[config.mk]
export PLATFORM = sky130hd
export DESIGN_NAME = dso100fb_apb_master
export DESIGN_NICKNAME = d
export VERILOG_FILES = /design/src/rtl/dso100fb_apb_master.sv
export SDC_FILE = /design/constraint.sdc
export NUM_CORES = 1
export LEC_CHECK = 0
export CAP_MARGIN = 15
export CORE_MARGIN = 8
export CORE_UTILIZATION = 25
export CTS_BUF_LIST = sky130_fd_sc_hd__clkbuf_8
export CTS_CLUSTER_SIZE = 40
export DETAILED_ROUTE_END_ITERATION = 6
export PLACE_DENSITY = 0.54
export SYNTH_ARGS = -nofsm -noshare
export SYNTH_HDL_FRONTEND = slang
export SYNTH_SLANG_ARGS = --single-unit
[constraint.sdc]
create_clock -name clk -period 2.1 [get_ports clk]
set_input_delay 0.42 -clock clk [delete_from_list [all_inputs] [get_ports clk]]
set_output_delay 0.42 -clock clk [all_outputs]
set_load 0.01 [all_outputs]
[src/rtl/dso100fb_apb_master.sv]
// dso100fb_apb_master: single-outstanding APB3 requester with valid/ready request and response channels.
// Define DSO100FB_APB_TIMEOUT_EN to abort ACCESS after TIMEOUT_CYCLES cycles without PREADY.
module dso100fb_apb_master #(
  parameter int unsigned TIMEOUT_CYCLES = 255
) (
  input  logic        clk,
  input  logic        rst_n,
  input  logic        req_valid_i,
  output logic        req_ready_o,
  input  logic [31:0] req_addr_i,
  input  logic [31:0] req_wdata_i,
  input  logic        req_write_i,
  output logic        rsp_valid_o,
  input  logic        rsp_ready_i,
  output logic [31:0] rsp_rdata_o,
  output logic        rsp_err_o,
  output logic        busy_o,
  output logic [31:0] paddr_o,
  output logic        psel_o,
  output logic        penable_o,
  output logic        pwrite_o,
  output logic [31:0] pwdata_o,
  input  logic [31:0] prdata_i,
  input  logic        pready_i,
  input  logic        pslverr_i
);
  typedef enum logic [1:0] {IDLE, SETUP, ACCESS, RESP} state_e;

  if (TIMEOUT_CYCLES < 1 || TIMEOUT_CYCLES > 65535) begin : g_bad_timeout
    $error("TIMEOUT_CYCLES out of range 1..65535");
  end

  state_e      state_q, state_d;
  logic [31:0] paddr_q, paddr_d, pwdata_q, pwdata_d, rdata_q, rdata_d;
  logic        pwrite_q, pwrite_d, err_q, err_d;
`ifdef DSO100FB_APB_TIMEOUT_EN
  localparam int CW = $clog2(TIMEOUT_CYCLES + 1);
  logic [CW-1:0] cnt_q, cnt_d;
`endif

  always_comb begin
    state_d  = state_q;
    paddr_d  = paddr_q;
    pwdata_d = pwdata_q;
    pwrite_d = pwrite_q;
    rdata_d  = rdata_q;
    err_d    = err_q;
`ifdef DSO100FB_APB_TIMEOUT_EN
    cnt_d    = (state_q == ACCESS) ? cnt_q + CW'(1) : '0;
`endif
    case (state_q)
      IDLE: if (req_valid_i) begin
        paddr_d  = {req_addr_i[31:2], 2'b00};
        pwdata_d = req_wdata_i;
        pwrite_d = req_write_i;
        state_d  = SETUP;
      end
      SETUP: state_d = ACCESS;
      ACCESS: if (pready_i) begin
        err_d   = pslverr_i;
        rdata_d = (!pwrite_q && !pslverr_i) ? prdata_i : '0;
        state_d = RESP;
      end
`ifdef DSO100FB_APB_TIMEOUT_EN
      // PREADY in the limit cycle takes priority over the abort
      else if (cnt_q == CW'(TIMEOUT_CYCLES - 1)) begin
        err_d   = 1'b1;
        rdata_d = '0;
        state_d = RESP;
      end
`endif
      default: if (rsp_ready_i) state_d = IDLE;
    endcase
  end

  always_ff @(posedge clk or negedge rst_n) begin
    if (!rst_n) begin
      state_q  <= IDLE;
      paddr_q  <= '0;
      pwdata_q <= '0;
      pwrite_q <= 1'b0;
      rdata_q  <= '0;
      err_q    <= 1'b0;
`ifdef DSO100FB_APB_TIMEOUT_EN
      cnt_q    <= '0;
`endif
    end else begin
      state_q  <= state_d;
      paddr_q  <= paddr_d;
      pwdata_q <= pwdata_d;
      pwrite_q <= pwrite_d;
      rdata_q  <= rdata_d;
      err_q    <= err_d;
`ifdef DSO100FB_APB_TIMEOUT_EN
      cnt_q    <= cnt_d;
`endif
    end
  end

  assign req_ready_o = state_q == IDLE;
  assign busy_o      = state_q != IDLE;
  assign psel_o      = state_q == SETUP || state_q == ACCESS;
  assign penable_o   = state_q == ACCESS;
  assign rsp_valid_o = state_q == RESP;
  assign rsp_rdata_o = rdata_q;
  assign rsp_err_o   = err_q;
  assign paddr_o     = paddr_q;
  assign pwdata_o    = pwdata_q;
  assign pwrite_o    = pwrite_q;
endmodule

* After elaboration in Yosys (flattened, before gate mapping)
Index checks and enable logic that the tools add are counted.
Operators by class: equality and inequality tests 5, muxes and demuxes 5, reduce and logical (&&, ||, !) cells 10
Operators with widths (number):
- two-way mux 32 bit | 1
- two-way mux 2 bit | 3
- one-hot mux 2 bit (3 select lines) | 1
- equality test 2 bit (second input constant) | 2
- AND reduction 2 bit | 2
- nonzero test 4 bit | 1
- AND reduction 3 bit | 1
- equality test 2 x 1 -> 1 bit (second input constant) | 1
- zero test 1 bit | 2
- zero test 2 bit | 1
- != test 2 x 1 -> 1 bit (second input constant) | 1
- != test 2 bit (second input constant) | 1
- nonzero test 2 bit | 1
- logical AND 1 bit | 1
- logical OR 1 bit | 1
Word-level totals: register bits after elaboration 98, bits of input ports 103, output and inout bits 103, word-level logic and storage cells 26

* Logic depth before layout (Yosys ltp)
depth after elaboration 3, gate-level depth with buffers 6, mapped depth without buffers 5

* Least setup slack after synthesis
Ideal clock, no wire load.
kind register to register, from register state_q[0], to register pwdata_q[24] (netlist: pwdata_o[24]), setup time 125 ps, data arrival time 1386 ps, data required time 1975 ps, path slack 589 ps, cell stages (with the launch flop) 6, buffers on the path 1, clock period less this slack 1511 ps, cell sequence dfrtp_1 > inv_1 > ha_1 > nand2_4 > clkbuf_8 > mux2_4
On the way: longest elaborated chain between the ends 2
RTL lines:
- start: declaration | line 33 | state_e state_q, state_d;
- start signal: assignment | line 88 | state_q <= state_d;
- zero test 2 bit
- net req_ready_o | line 9 | output logic req_ready_o,
- AND reduction 2 bit (no line)
- end signal: assignment | line 90 | pwdata_q <= pwdata_d;
- end: declaration | line 34 | logic [31:0] paddr_q, paddr_d, pwdata_q, pwdata_d, rdata_q, rdata_d;
The timed path passes the listed nets, and every way through them passes these cells. A chain may end at the register's enable or synchronous reset.

* Worst setup path after layout
from register state_q[1], to output rsp_valid_o
On the way: longest elaborated chain between the ends 1
RTL lines:
- equality test 2 bit | line 104 | assign rsp_valid_o = state_q == RESP;
- end: declaration | line 13 | output logic rsp_valid_o,
Every way passes these cells.

==> results.json <==
{
  "final_antenna_net_count": 0,
  "clock_path_buffers": 2,
  "wl_per_cell_um": 17.5,
  "grt_max_degree": 43,
  "seq_area_frac_synth_pct": 65.4,
  "core_sq_mm": 0.0146,
  "ys_warn_count": 0,
  "p_sw_w": 0.00269,
  "hpwl_mm": 8.43,
  "grtUsageTotal_pct": 11.5,
  "path_clk_slew_ns": 0.09,
  "area.sequential_sq_mm": 0.00245,
  "multi_input_area_sq_mm": 0.00118,
  "gr-total-overflow": 0,
  "yosysTopAreaCellShare_pct": 65.4,
  "path_cells": "buf_4, ha_1, clkdlybuf4s50_1",
  "pwr-share-seq_pct": 37.4,
  "clk_latency_ns": 0.36,
  "place.gp.congestion": 0.676,
  "critPathKind": "reg2out",
  "cp.arrival_ns": 1.59,
  "cts_tree": "built",
  "period_needed_ns": 2.01,
  "outcome": "complete, no violations",
  "peakVddDrop_mv": 0.515,
  "synth.ff_latch_count": 98,
  "cts_root_buf": "clkbuf_8",
  "first_iter_violations": 54,
  "rsz0062_at_grt": "false",
  "synth_ff_type": "dfrtp_1",
  "start_util_pct": 25.7,
  "p_clk_share_pct": 12.6,
  "timing.final.max_slew_violations": 0,
  "synth-edff-count": 0,
  "setup_violations": 0,
  "die-area_sq_mm": 0.0192,
  "n_antenna_cell": 0,
  "place_inst": 609,
  "crit_required_ns": 1.68,
  "synthTopCellsByCount": "dfrtp_1, mux2_2, a22o_1",
  "finalCritPeriodShare_pct": 95.6,
  "area_delta_synth_final_pct": 66.0,
  "dr_total_vias": 2699,
  "numCtsBuffers": 9,
  "startpoint_type": "flop",
  "h-tree-depth": 3,
  "skew_ns": 0.00718,
  "die_width_um": 138,
  "slowest_delay_ns": 0.51,
  "hp-class": "reg2reg",
  "synthTopCellsByArea": "dfrtp_1, mux2_2, a22o_1",
  "tns_ns": 0,
  "final_nets": 547,
  "synthArstFlopShare_pct": 100,
  "final_layout_size_suffix_gt1_share_pct": 22.2,
  "final_cells": 629,
  "dr.pass1.iters": 3,
  "cap_violations": 0,
  "p_int_w": 0.00597,
  "wirelength_mm": 11.0,
  "synth_area_sq_mm": 0.00375,
  "p_comb_share_pct": 50.0,
  "slowest_stage": "clkdlybuf4s50_1",
  "grt_pass1_wl_mm": 17.5,
  "endpoint_kind": "output port",
  "timing.fmax_ghz": 0.498,
  "p_total_w": 0.00865,
  "ys_types": 20,
  "drc": 0,
  "p_leak_nw": 2.67,
  "final.fill_count": 1347,
  "p_per_area_mw_per_mm2": 1390,
  "num_io_pins": 206,
  "cp_max_fo": 3,
  "synth.most_common_cell": "dfrtp_1",
  "min_path_cells": 1,
  "cts_sinks": 98,
  "avgSynthCellArea_sq_um": 16.5,
  "port_buffers": 201,
  "viasPerCell": 4.29,
  "grt_pass1_vias": 3091,
  "die_h_um": 138,
  "hold_viol_final": 0,
  "antenna_found_initial": 0,
  "rr_worst_depth": 6,
  "rows": 44,
  "p_sw_share_pct": 31.0,
  "synth_top_area_cell": "dfrtp_1",
  "synth_cells": 228
}
==> per-stage QoR <==
step	util [%]	hold WS, ns	setup WS, ns	cell area [sq um]
after floorplan	-	0.124	0.589	3750
after global placement	41.2	0.383	0.229	6010
after detailed placement	41.2	0.389	0.198	6010
after CTS	42.6	0.514	0.0242	6210
after global routing	42.7	0.521	0.00503	6230
final	42.7	0.510	0.0914	6230
==> cell type report <==
type	count	area share [%]
multi-input cells	113	18.9
clock buffers	10	2.21
well taps	184	3.70
flip-flops and latches	98	39.4
repair buffers	214	35.0
clock inverters	6	0.542
inverters	4	0.241
==> power groups by stage <==
| stage | sequential [W] | combinational, W | clock (W) |
|---|---|---|---|
| after floorplan | 0.00367 | 0.00140 | 0 |
| after global routing | 0.00337 | 0.00464 | 0.00124 |
| after global placement | 0.00325 | 0.00432 | 0 |
| final | 0.00324 | 0.00432 | 0.00109 |
| after CTS | 0.00325 | 0.00440 | 0.00117 |
| after detailed placement | 0.00328 | 0.00436 | 0 |
==> cells by family after synthesis <==
group / Yosys count / share of synthesized area, %
adder cells (fa/ha/maj): 4 / 1.33
AO/OA/AOI/OAI: 35 / 8.21
other: 1 / 0.100
flip-flops: 98 / 65.4
AND/OR/NAND/NOR: 8 / 1.57
multiplexers: 64 / 19.7
buffers and inverters: 18 / 3.70
==> state kept, by name, indices dropped and copies added (netlist names) <==
register and cells:
rsp_err_o 1, pwdata_o 32, pwrite_o 1, rsp_rdata_o 32
state_q 2, paddr_o 30
==> routing by layer <==
metal	wire length (um)	global-route usage [%]
met5	0	0
met4	170	4.81
met1	4670	13.3
met2	4980	17.5
met3	1180	5.79
==> critical path: cells and delay by family, from the launching register on <==
family | cells | cell delay, ns
adder cells (fa/ha/maj) | 1 | 0.17
buffers and inverters | 2 | 0.66
flip-flops | 1 | 0.40
==> timing repair <==
item / 4_1_cts / 5_1_grt
resized for setup: 5 / 1
hold buffers: 1 / 0
endpoints found under the hold margin: 30 / 0
setup endpoints to repair: 3 / 2
pin swaps: 0 / 1
setup buffers: 1 / 2
==> final timing paths <==
kind / start / endpoint / slack [ns]
setup / recovery: state_q[1]$_DFFE_PN0P_ / rsp_valid_o / 0.09
setup reg to reg: state_q[0]$_DFFE_PN0P_ / pwdata_o[15]$_DFFE_PN0P_ / 0.41
hold / removal: paddr_o[10]$_DFFE_PN0P_ / paddr_o[10]$_DFFE_PN0P_ / 0.51
min in group asynchronous: rst_n / pwdata_o[19]$_DFFE_PN0P_ / 0.57
hold reg to reg: paddr_o[10]$_DFFE_PN0P_ / paddr_o[10]$_DFFE_PN0P_ / 0.51
max in group asynchronous: rst_n / pwdata_o[15]$_DFFE_PN0P_ / 0.85
==> layout by cell type, fill, tap and decap left out <==
master           instances
clkdlybuf4s50_1        198
dlygate4sd2_1            2
dfrtp_1                 98
mux2_4                   5
ha_4                     1
a211oi_1                 1
clkinvlp_4               2
ha_1                     3
nor3_4                   1
buf_4                    7
clkbuf_8                10
inv_2                    2
a22o_1                  32
mux2_2                  59
o32ai_1                  1
buf_12                   6
conb_1                   2
nand2_4                  1
clkinv_2                 3
nand2_2                  1
inv_1                    3
nor2b_1                  2
nor3_1                   1
nor2_1                   2
o32a_2                   1
dlygate4sd3_1            1
Note: power is estimated with default switching activity, not from simulation.
